<file path="src/rtl/player_grid.sv">
// Grid-stepping player position tracker: level-sensitive direction inputs with
// auto-repeat, boundary refusal, right-edge wrap into the next level.
module player_grid #(
  parameter int W             = 10,
  parameter int STEP          = 40,
  parameter int H_START       = 40,
  parameter int V_START       = 240,
  parameter int H_LIMIT       = 640,
  parameter int V_LIMIT       = 480,
  parameter int REPEAT_CYCLES = 4,
  parameter int LW            = 4,
  parameter int MAX_LEVEL     = 15
) (
  input  logic          clk,
  input  logic          reset_player_n,
  input  logic          restart,
  input  logic          pause,
  input  logic          up,
  input  logic          down,
  input  logic          left,
  input  logic          right,
  output logic [W-1:0]  pos_h,
  output logic [W-1:0]  pos_v,
  output logic [LW-1:0] level,
  output logic          level_up,
  output logic          game_wrap,
  output logic          moved,
  output logic          blocked
);

  localparam int RW = $clog2(REPEAT_CYCLES);

  localparam logic [0:0] S_IDLE = 1'b0;
  localparam logic [0:0] S_HOLD = 1'b1;

  localparam logic [W:0]    C_STEP     = (W+1)'(STEP);
  localparam logic [W:0]    C_HLIM     = (W+1)'(H_LIMIT);
  localparam logic [W:0]    C_VLIM     = (W+1)'(V_LIMIT);
  localparam logic [W-1:0]  C_STEP_W   = W'(STEP);
  localparam logic [W-1:0]  C_HSTART   = W'(H_START);
  localparam logic [W-1:0]  C_VSTART   = W'(V_START);
  localparam logic [LW-1:0] C_LVL_ONE  = LW'(1);
  localparam logic [LW-1:0] C_LVL_MAX  = LW'(MAX_LEVEL);
  localparam logic [RW-1:0] C_RPT_ONE  = RW'(1);
  localparam logic [RW-1:0] C_RPT_LAST = RW'(REPEAT_CYCLES - 1);

  logic [0:0]    r_state;
  logic [RW-1:0] r_rpt;
  logic [3:0]    r_dir_q;
  logic [W-1:0]  r_pos_h;
  logic [W-1:0]  r_pos_v;
  logic [LW-1:0] r_level;
  logic          r_level_up;
  logic          r_game_wrap;
  logic          r_moved;
  logic          r_blocked;

  logic [3:0]    w_dir;
  logic          w_fire;
  logic [0:0]    w_state_nxt;
  logic [RW-1:0] w_rpt_nxt;
  logic [W:0]    w_h_ext;
  logic [W:0]    w_v_ext;
  logic [W-1:0]  w_h_nxt;
  logic [W-1:0]  w_v_nxt;
  logic          w_h_chg;
  logic          w_v_chg;
  logic          w_h_ref;
  logic          w_v_ref;
  logic          w_adv;
  logic [LW-1:0] w_lvl_nxt;
  logic          w_wrap;

  assign w_dir   = {up, down, left, right};
  assign w_h_ext = {1'b0, r_pos_h};
  assign w_v_ext = {1'b0, r_pos_v};

  // Move-event sequencing: first press, direction change, or auto-repeat expiry
  always_comb begin
    w_fire      = 1'b0;
    w_state_nxt = r_state;
    w_rpt_nxt   = r_rpt;
    if (pause) begin
      w_fire = 1'b0;
    end else begin
      case (r_state)
        S_IDLE: begin
          if (w_dir != 4'b0000) begin
            w_fire      = 1'b1;
            w_rpt_nxt   = {RW{1'b0}};
            w_state_nxt = S_HOLD;
          end else begin
            w_state_nxt = S_IDLE;
          end
        end
        S_HOLD: begin
          if (w_dir == 4'b0000) begin
            w_state_nxt = S_IDLE;
          end else if (w_dir != r_dir_q) begin
            w_fire    = 1'b1;
            w_rpt_nxt = {RW{1'b0}};
          end else if (r_rpt == C_RPT_LAST) begin
            w_fire    = 1'b1;
            w_rpt_nxt = {RW{1'b0}};
          end else begin
            w_rpt_nxt = r_rpt + C_RPT_ONE;
          end
        end
        default: begin
          w_state_nxt = S_IDLE;
          w_rpt_nxt   = {RW{1'b0}};
        end
      endcase
    end
  end

  // Vertical axis resolution; bounds compared one bit wider than the position
  always_comb begin
    w_v_nxt = r_pos_v;
    w_v_chg = 1'b0;
    w_v_ref = 1'b0;
    if (up && !down) begin
      if (w_v_ext > C_STEP) begin
        w_v_nxt = r_pos_v - C_STEP_W;
        w_v_chg = 1'b1;
      end else begin
        w_v_ref = 1'b1;
      end
    end else if (down && !up) begin
      if ((w_v_ext + C_STEP) < C_VLIM) begin
        w_v_nxt = r_pos_v + C_STEP_W;
        w_v_chg = 1'b1;
      end else begin
        w_v_ref = 1'b1;
      end
    end else begin
      w_v_nxt = r_pos_v;
    end
  end

  // Horizontal axis resolution; running off the right edge advances the level
  always_comb begin
    w_h_nxt = r_pos_h;
    w_h_chg = 1'b0;
    w_h_ref = 1'b0;
    w_adv   = 1'b0;
    if (left && !right) begin
      if (w_h_ext > C_STEP) begin
        w_h_nxt = r_pos_h - C_STEP_W;
        w_h_chg = 1'b1;
      end else begin
        w_h_ref = 1'b1;
      end
    end else if (right && !left) begin
      if ((w_h_ext + C_STEP) <= C_HLIM) begin
        w_h_nxt = r_pos_h + C_STEP_W;
        w_h_chg = 1'b1;
      end else begin
        w_h_nxt = C_HSTART;
        w_h_chg = 1'b1;
        w_adv   = 1'b1;
      end
    end else begin
      w_h_nxt = r_pos_h;
    end
  end

  // Next level value for an advance
  always_comb begin
    w_lvl_nxt = r_level;
    w_wrap    = 1'b0;
    if (r_level == C_LVL_MAX) begin
      w_lvl_nxt = C_LVL_ONE;
      w_wrap    = 1'b1;
    end else begin
      w_lvl_nxt = r_level + C_LVL_ONE;
      w_wrap    = 1'b0;
    end
  end

  // State, position, level and registered event pulses
  always_ff @(posedge clk or negedge reset_player_n) begin
    if (!reset_player_n) begin
      r_state     <= S_IDLE;
      r_rpt       <= {RW{1'b0}};
      r_dir_q     <= 4'b0000;
      r_pos_h     <= C_HSTART;
      r_pos_v     <= C_VSTART;
      r_level     <= C_LVL_ONE;
      r_level_up  <= 1'b0;
      r_game_wrap <= 1'b0;
      r_moved     <= 1'b0;
      r_blocked   <= 1'b0;
    end else if (restart) begin
      r_state     <= S_IDLE;
      r_rpt       <= {RW{1'b0}};
      r_dir_q     <= 4'b0000;
      r_pos_h     <= C_HSTART;
      r_pos_v     <= C_VSTART;
      r_level     <= C_LVL_ONE;
      r_level_up  <= 1'b0;
      r_game_wrap <= 1'b0;
      r_moved     <= 1'b0;
      r_blocked   <= 1'b0;
    end else begin
      r_state     <= w_state_nxt;
      r_rpt       <= w_rpt_nxt;
      r_dir_q     <= w_dir;
      r_moved     <= w_fire & (w_v_chg | w_h_chg);
      r_blocked   <= w_fire & (w_v_ref | w_h_ref);
      r_level_up  <= w_fire & w_adv;
      r_game_wrap <= w_fire & w_adv & w_wrap;
      if (w_fire) begin
        r_pos_h <= w_h_nxt;
        r_pos_v <= w_v_nxt;
      end
      if (w_fire && w_adv) begin
        r_level <= w_lvl_nxt;
      end
    end
  end

  assign pos_h     = r_pos_h;
  assign pos_v     = r_pos_v;
  assign level     = r_level;
  assign level_up  = r_level_up;
  assign game_wrap = r_game_wrap;
  assign moved     = r_moved;
  assign blocked   = r_blocked;

endmodule

</file>
<file path="config.mk">
export PLATFORM = sky130hd
export DESIGN_NAME = player_grid
export DESIGN_NICKNAME = d
export VERILOG_FILES = /design/src/rtl/player_grid.sv
export SDC_FILE = /design/constraint.sdc
export NUM_CORES = 1
export LEC_CHECK = 0
export ABC_AREA = 0
export ABC_CLOCK_PERIOD_IN_PS = 7300
export CORE_ASPECT_RATIO = 0.5
export CORE_MARGIN = 5
export CORE_UTILIZATION = 57
export CTS_BUF_LIST = sky130_fd_sc_hd__clkbuf_8 sky130_fd_sc_hd__clkbuf_16
export CTS_CLUSTER_DIAMETER = 50
export DETAILED_ROUTE_END_ITERATION = 7
export GPL_TIMING_DRIVEN = 0
export PLACE_DENSITY = 0.85
export SYNTH_ARGS = -nofsm -noshare
export SYNTH_HDL_FRONTEND = slang
export SYNTH_SLANG_ARGS = --single-unit
</file>
<file path="constraint.sdc">
create_clock -name clk -period 7.3 [get_ports clk]
set_clock_uncertainty 0.2 [all_clocks]
set_input_delay 1.46 -clock clk [delete_from_list [all_inputs] [get_ports clk]]
set_output_delay 1.46 -clock clk [all_outputs]
set_load 0.05 [all_outputs]
</file>
**Yosys cells after proc, flatten, opt, wreduce, memory -nomap -nowiden**

Index checks and enable logic that the tools add are counted.

- Input bits: 8
- Flip-flop bits (word level): 35
- Output and inout port bits: 28
- Logic and storage cells: 110

- Equal/unequal tests: 8
- Add/sub/neg operators: 8
- $lt $le $gt $ge: 4
- Bitwise operators: 7
- Muxes and demuxes: 54
- Reduce and logical (&&, ||, !) cells: 19

Operator list:

| cell | number |
|---|---|
| $mux W10 | 12 |
| $mux W1 | 29 |
| $add A10 B6 Y11 const B | 2 |
| $add A10 B6 Y10 const B | 2 |
| $gt A10 B6 Y1 const B | 2 |
| $sub A10 B6 Y10 const B | 2 |
| $mux W4 | 4 |
| $mux W2 | 6 |
| $le A11 B10 Y1 const B | 1 |
| $lt A11 B9 Y1 const B | 1 |
| $reduce_bool A3 Y1 | 3 |
| $ne A3 B2 Y1 const B | 2 |
| $ne A3 B3 Y1 const B | 2 |
| $reduce_and A3 Y1 | 2 |
| $logic_and A1 B1 Y1 | 5 |
| $add A4 B1 Y4 const B | 1 |
| $and A1 B1 Y1 | 4 |
| $eq A4 B4 Y1 const B | 1 |
| $logic_not A1 Y1 | 4 |
| $logic_not A4 Y1 | 1 |
| $ne A4 B4 Y1 | 1 |
| $pmux W1 S2 | 2 |
| $pmux W2 S2 | 1 |
| $reduce_and A4 Y1 | 1 |
| other kinds (7) | 9 |

**Depth between registers and ports, before layout**

Gate-level depths: netlist of run 1.

- Word-level depth: 9
- Mapped depth: 8
- Mapped depth without buffers: 7

**Worst setup path before layout of run 1**

OpenSTA, ideal clock, no wires.

- Kind: input to register
- Start: input port right
- End: register r_pos_h[9] (netlist: pos_h[9])
- Data arrival time: 2.782 ns
- Setup slack: 4.252 ns
- Buffers on the path: 1
- Setup time: 0.066 ns
- Data required time: 7.034 ns
- Cell stages on the path: 6
- Cell sequence: and2b_1 > clkbuf_1 > a21oi_1 > or3_4 > o32ai_1 > a22o_1

- Word-level cells in the longest chain between the ends: 7
- Elaborated cells between the ends (all ways): 18
- Classes of those cells: eq/ne (2); mux (8); reduce/logical (8)

RTL lines:

| what | line | text |
|---|---|---|
| start: declaration | 21 | `input logic right,` |
| $ne A4 B4 Y1 | 99 | `end else if (w_dir != r_dir_q) begin` |
| $mux W1 | 99 |  |
| $mux W1 | 97 | `if (w_dir == 4'b0000) begin` |
| $pmux W1 S2 | 86 | `case (r_state)` |
| $mux W1 | 83 | `if (pause) begin` |
| $reduce_bool A2 Y1 (no line) | -- |  |
| $reduce_and A3 Y1 (no line) | -- |  |
| end signal: assignment | 214 | `r_pos_h <= w_h_nxt;` |
| end: declaration | 50 | `logic [W-1:0] r_pos_h;` |

Several ways; a longest one is shown, not always the timed one. The select of a mux whose other input is x is not followed.
A chain may end at the register's enable or synchronous reset.

**Worst setup path in the final report of run 1**

- Start: input port right
- End: register r_pos_h[6] (netlist: pos_h[6])

The elaborated chain is that of the path after synthesis.

==> impl_results.md, run 1 <==
* Clk root buf: clkbuf_8
* Synth unique cells at 61
* Clock Tree Buf Depth at 2
* Max-slew violations at 0
* Startpoint of the worst hold path: r_rpt[1]$_DFFE_PN0P_
* TritonCTS Sinks at 29
* Mapped Area at 2090 um2
* Vias per inst at between 6 and 7
* Number of standard cells in the layout, taps in and fillers out at 330
* Final net count at around 290
* Clock transition at path regs at 60 ps
* Worst R2R End: pos_h[7]$_DFFE_PN0P_
* RSZ-0062 raised after global routing: no
* Crit start category: primary input
* FP Rows at 15
* TNS Setup at 0 ps
* Most numerous cell on the critical path: nor2_1
* Setup CP Type: in -> reg
* CP Cell Sequence: clkdlybuf4s50_1 -> and2b_1 -> clkbuf_1 -> a21oi_1 -> nor2_1 -> nor2_1 -> a221o_1
* Minimum clock period at 3620 ps
* WL/cell at between 15 and 20 um
* Rel. slew slack at 55.8%
* TritonCTS buffer count at 5
* Post-CTS setup buffers at 0
* Sequential share of power at 37.4%
* Hold Path Depth at 2
* Max Clk Rate at 277 MHz
* Top cells by area, synth: dfrtp_1 26%, dfstp_2 8.8%, ha_1 4.8%, a21oi_1 3.8%, nor2_1 2.7%
* Internal power at 0.000325 W
* Final hold vios at 0
* Vias in the first global route at around 1900
* Drt total wl at approximately 5400 um
* # placed instances at around 320
* Initial antenna violation count at 0
* First-pass GRT wire length at 9060 um
* Cell accounting for the most synthesized area: dfrtp_1
* Slew @ Worst Pin at 662 ps
* HP Class: reg -> reg
* VDD IR max at around 0.11 mV
* Critical path arrival at 3590 ps
* All-layer global routing usage at 23.5%
* Pleak at roughly 1.1 nW
* Gate power share at a little over a quarter
* Syn-to-layout area delta at 23.1%
* Critical Path RT at approximately 7300 ps
* Register area share after synthesis at about a third
* WHS at about 340 ps
* DRC at 0
* I/O pin cnt at 36
* Grt total ovfl at 0
* Fillers at 273
* Post_cts resized at 0
* Gpl congestion at 0.958
* # H-tree levels at 2
* YS warnings at 0
* Largest stage delay on the critical path at approximately 500 ps
* Worst Setup End Kind: flip-flop
* Core Area at 3490 um2
* Share of layout cells above drive strength 1 at between 10% and 20%
* CTS tree: built
* R2R Path Start: pos_h[3]$_DFFE_PN1P_
* Via count at around 2000
* Die X at around 96 um
* Largest net degree at the start of global routing at 30
* Synthesized area per cell at 8.83 um2
* Top FF cell, synth: dfrtp_1
* # port buffers at 29
* CP Max Fanout at 6
* Flops & latches, synth at 29
* Final ANT Viol Nets at 0
* Post-Synthesis Cells at around 240
* Tcrit/Tclk final at between 40% and 50%
* Max-cap violations at 0
* Status: finished, final reports clean
* Switch Pwr at between 0.00015 and 0.0002 W
* Async SR Flop Fraction at 100%
* Register area at 734 um2
* Final setup viols at 0
* Crit path max-delay cell type: clkdlybuf4s50_1
* Multi-input gate area at 1220 um2
* Post-DP HPWL at roughly 3800 um
* Power Dens Cells at between 150 and 200 nW/um2
* Die H at around 53 um
* Share of Yosys cell area claimed by the top area cell type at between 20% and 30%
* FF-to-FF path depth at 7
* Post-synth EDFFs at 0
* Worst R2R Setup Slack at roughly 4500 ps
* Die area at just over 5000 um2
* Clk pwr share at a little over a third
* Power Total at slightly below 0.0005 W
* Cts hold-fix bufs at 0
* DRT Pass-1 Iters at 4
* Worst Hold End: r_rpt[1]$_DFFE_PN0P_
* Starting Density at 59.9%
* # diodes at 0
* Skew-Pair Late Insertion Delay at between 200 and 300 ps
* Net switching fraction of the power at 32.3%
* Iteration-0 DRC Markers at approximately 120
power groups by stage:
stage / sequential, W / clock, W / combinational (W)
after floorplan: 0.000200 / 0 / 0.0000708
after global placement: 0.000182 / 0 / 0.000122
after detailed placement: 0.000182 / 0 / 0.000126
after CTS: 0.000179 / 0.000174 / 0.000127
after global routing: 0.000181 / 0.000183 / 0.000139
final: 0.000179 / 0.000173 / 0.000128
per-stage QoR:
step | instance area, um2 | util [%] | worst slack [ps]
floorplan | 2110 | - | 4250
global placement | 2460 | 70.6 | 3480
detailed placement | 2460 | 70.6 | 3430
CTS | 2580 | 73.9 | 3710
global route | 2580 | 73.8 | 3500
finish | 2580 | 73.8 | 3680
sequential cells by signal, indices dropped and copies added (netlist names):
register	count
pos_h	7
pos_v	7
level	4
r_dir_q	4
r_rpt	2
blocked	1
game_wrap	1
level_up	1
moved	1
r_state	1
placed cells by master (no fill, tap or decap), types with 3 or more instances in the layout:
cell | synthesis | final
o21ai_1 | 3 | 3
nand3_1 | 8 | 8
nor2b_1 | 6 | 6
a31oi_1 | 3 | 3
nor3_1 | 9 | 9
xor2_1 | 6 | 6
xnor2_1 | 4 | 4
buf_2 | 7 | 8
clkbuf_1 | 6 | 6
o211ai_1 | 3 | 3
o31ai_1 | 4 | 4
nor2_1 | 15 | 15
o21ai_0 | 8 | 8
inv_1 | 11 | 12
dfstp_2 | 7 | 7
mux2i_1 | 3 | 3
and2b_1 | 3 | 3
o21a_1 | 3 | 3
nand2_1 | 11 | 11
clkdlybuf4s50_1 | 0 | 28
or4_1 | 5 | 5
a22o_1 | 3 | 3
dfrtp_1 | 22 | 22
ha_1 | 8 | 8
clkbuf_8 | 0 | 6
conb_1 | 1 | 6
nor4_1 | 7 | 7
a211oi_1 | 4 | 4
buf_4 | 7 | 7
a21oi_1 | 16 | 16
worst max path at each step:
stage                from                   end  depth (start not counted)
floorplan           right  pos_h[9]$_DFFE_PN0P_                          6
global placement    right  pos_h[5]$_DFFE_PN1P_                          7
detailed placement  right  pos_h[6]$_DFFE_PN0P_                          7
CTS                 right  pos_h[6]$_DFFE_PN0P_                          7
global route        right  pos_h[6]$_DFFE_PN0P_                          7
finish              right  pos_h[6]$_DFFE_PN0P_                          7
critical path: cells and delay by family:
family,cells,cell delay (ps)
simple gates,3,710
buf+inv,2,790
compound gates,2,630
synth_stat cells (7+ instances only):
| library cell | number |
|---|---|
| nand2_1 | 11 |
| a21oi_1 | 16 |
| nor2_1 | 15 |
| dfrtp_1 | 22 |
| dfstp_2 | 7 |
| nor3_1 | 9 |
| buf_2 | 7 |
| nand3_1 | 8 |
| nor4_1 | 7 |
| inv_1 | 11 |
| buf_4 | 7 |
| o21ai_0 | 8 |
| ha_1 | 8 |
logic make-up after synthesis:
group,count (synthesis),synth area share (%)
muxes,3,1.44
xor gates and xnor gates,10,4.19
and+or+nand+nor,84,22.7
buffers and inverters,31,7.24
DFF,29,35.1
adders and majority gates,8,4.78
other,1,0.179
AOI/OAI and AO/OA,71,24.4
area by class of cell:
| type | instances | area share [%] |
|---|---|---|
| multi-input combinational | 182 | 47.5 |
| timing repair buffer | 29 | 11.1 |
| tap | 51 | 2.48 |
| inverter | 11 | 1.60 |
| buffer | 20 | 4.27 |
| sequential | 29 | 28.5 |
| clock inverter | 2 | 1.31 |
| clock buffer | 6 | 3.21 |
metal layers:
| layer | track usage, % | share of wire, % | wire length, um |
|---|---|---|---|
| met1 | 29.9 | 45 | 2400 |
| met2 | 37.9 | 46 | 2450 |
| met3 | 7.03 | 8.1 | 436 |
| met4 | 8.73 | 1.5 | 81 |
| met5 | 0 | 0 | 0 |
Power figures use the tool's default switching activity.
==> run 2, diff against run 1 <==
--- a/config.mk
+++ b/config.mk
@@ -6,15 +6,15 @@
 export NUM_CORES = 1
 export LEC_CHECK = 0
 export ABC_AREA = 0
-export ABC_CLOCK_PERIOD_IN_PS = 7300
+export ABC_CLOCK_PERIOD_IN_PS = 2900
 export CORE_ASPECT_RATIO = 0.5
 export CORE_MARGIN = 5
-export CORE_UTILIZATION = 57
+export CORE_UTILIZATION = 48
 export CTS_BUF_LIST = sky130_fd_sc_hd__clkbuf_8 sky130_fd_sc_hd__clkbuf_16
 export CTS_CLUSTER_DIAMETER = 50
 export DETAILED_ROUTE_END_ITERATION = 7
 export GPL_TIMING_DRIVEN = 0
-export PLACE_DENSITY = 0.85
+export PLACE_DENSITY = 0.76
 export SYNTH_ARGS = -nofsm -noshare
 export SYNTH_HDL_FRONTEND = slang
 export SYNTH_SLANG_ARGS = --single-unit
==> constraint.sdc (replaced) <==
create_clock -name clk -period 2.9 [get_ports clk]
set_clock_uncertainty 0.2 [all_clocks]
set_input_delay 0.58 -clock clk [delete_from_list [all_inputs] [get_ports clk]]
set_output_delay 0.58 -clock clk [all_outputs]
set_load 0.05 [all_outputs]
==> impl_results.md, run 2 (same netlist as run 1, synthesis figures left out) <==
* Status: finished, final reports clean
* # port buffers at 29 (unchanged)
* Via count at 1955 (-1.8%)
* Fillers at 381 (+40%)
* Leading cell types in the layout, fill and taps excluded: 28 x clkdlybuf4s50_1, 22 x dfrtp_1, 16 x a21oi_1, 15 x nor2_1, 12 x inv_1
* Die H at 56.7 um (+7.3%)
* GR Util met3 at 4.96% (-2.1 points)
* Gpl congestion at 0.908 (-5.2%)
* Design area at 2580 um2 (+0.15%)
* DRT Pass-1 Iters at 5 (+1)
* Skew-Pair Late Insertion Delay at 280 ps (about the same)
* HP Class: in -> async
* Rel. slew slack at 56.9% (+1.1 points)
* Max-cap violations at 0 (unchanged)
* WL/cell at 15.5 um (-5.0%)
* Power Dens Cells at 456 nW/um2 (+140%)
* FF-to-FF path depth at 7 (unchanged)
* TritonCTS Sinks at 29 (unchanged)
* Drt total wl at 5190 um (-3.3%)
* Slew @ Worst Pin at 647 ps (-15.8 ps)
* Critical path arrival at 2800 ps (-790 ps)
* Starting Density at 48.7% (-11 points)
* Final net count at 294 (unchanged)
* Setup CP Type: in -> reg
* Final setup viols at 0 (unchanged)
* Initial antenna violation count at 0 (unchanged)
* Final ANT Viol Nets at 0 (unchanged)
* Clock Tree Buf Depth at 2 (unchanged)
* Post-CTS setup buffers at 0 (unchanged)
* GR Layer Usage met2 at 29.8% (-8.1 points)
* Clk root buf: clkbuf_8
* DRC at 0 (unchanged)
* CP Max Fanout at 6 (unchanged)
* All-layer global routing usage at 18.7% (-4.8 points)
* FP Rows at 17 (+2)
* Max Clk Rate at 359 MHz
* Minimum clock period at 2790 ps
* Largest stage delay on the critical path at 490 ps (about the same)
* Crit start category: primary input
* CTS tree: built
* Max-slew violations at 0 (unchanged)
* TNS Setup at 0 ps (unchanged)
* Grt total ovfl at 0 (unchanged)
* RSZ-0062 raised after global routing: no
* WHS at 121 ps (-217 ps)
* Crit path max-delay cell type: clkdlybuf4s50_1
* Vias in the first global route at 1889 (-2.1%)
* Post-DP HPWL at 3820 um (+0.52%)
* GR peak layer: met2
* Tcrit/Tclk final at a little over nine tenths
* Share of layout cells above drive strength 1 at 14.0% (+0.36 points)
* Power Total at 0.00118 W (+150%)
* Vias per inst at 5.82 (-3.5%)
* Largest net degree at the start of global routing at 30 (unchanged)
* Most common cell after layout, fill and taps aside: clkdlybuf4s50_1
* Die X at 103 um (+8.0%)
* Iteration-0 DRC Markers at 62 (-47%)
* Die area at 5860 um2 (+16%)
* Placed instance area at 2470 um2 (+0.30%)
* Met1 Use GR at 25.0% (-4.9 points)
* # diodes at 0 (unchanged)
* Final hold vios at 0 (unchanged)
* I/O pin cnt at 36 (unchanged)
* Pleak at 1.10 nW (-0.20%)
* Critical Path RT at 2920 ps (-4350 ps)
* Syn-to-layout area delta at 23.3%
* TritonCTS buffer count at 5 (unchanged)
* Core Area at 4300 um2 (+23%)
* Worst Setup End Kind: flip-flop
* Clock transition at path regs at 60 ps (about the same)
* VDD IR max at 0.196 mV (+83%)
* First-pass GRT wire length at 8710 um (-3.9%)
* CP Cell Sequence: clkdlybuf4s50_1 -> and2b_1 -> clkbuf_1 -> a21oi_1 -> or3_4 -> o32ai_1 -> a22o_1
* # H-tree levels at 2 (unchanged)
## run 2: timing repair
action | 4_1_cts | 5_1_grt
hold buffers | 0 | 0
endpoints found under the setup margin | 0 | 1
gates resized for setup | 0 | 1
## run 2: critical path: cells and delay by family
kind	cells	cell delay (ps)
simple gates	2	650
buf+inv	2	790
compound gates	3	780
## run 2: through the flow
step,std cells,utilization [%],setup WS (ps)
floorplan,242,-,325
global route,336,60.0,13.6
finish,336,60.0,114
detailed placement,328,57.5,-93.6
CTS,336,60.0,142
global placement,328,57.5,-68.1
## run 2: final cells by class
| cell class | instances | area (um2) | area share [%] |
|---|---|---|---|
| inverters | 11 | 41.3 | 1.60 |
| clock buffers | 5 | 68.8 | 2.67 |
| repair buffers | 29 | 285 | 11.1 |
| clock inverters | 3 | 38.8 | 1.50 |
| plain buffers | 20 | 110 | 4.27 |
| flip-flops and latches | 29 | 734 | 28.5 |
| well taps | 57 | 71.3 | 2.76 |
| multi-input cells | 182 | 1230 | 47.7 |
## run 2: metal layers
| layer | wire length [um] | vias to the layer above |
|---|---|---|
| li1 | - | 945 |
| met4 | 45 | 0 |
| met3 | 319 | 8 |
| met1 | 2350 | 932 |
| met5 | 0 | - |
| met2 | 2480 | 70 |
## run 2: final timing paths
kind / startpoint / endpoint / slack, ps
max reg2reg: pos_h[3]$_DFFE_PN1P_ / pos_h[7]$_DFFE_PN0P_ / 290
min reg2reg: r_rpt[1]$_DFFE_PN0P_ / r_rpt[1]$_DFFE_PN0P_ / 330
min in group clk: r_rpt[1]$_DFFE_PN0P_ / r_rpt[1]$_DFFE_PN0P_ / 330
max in group asynchronous: reset_player_n / pos_h[4]$_DFFE_PN0P_ / 1950
max: right / pos_h[7]$_DFFE_PN0P_ / 110
min: reset_player_n / pos_v[9]$_DFFE_PN0P_ / 120
## run 2: where the power goes
group,switching [W],total (W),internal [W]
sequential,0.0000246,0.000453,0.000428
combinational,0.000205,0.000318,0.000113
clock,0.000156,0.000407,0.000251
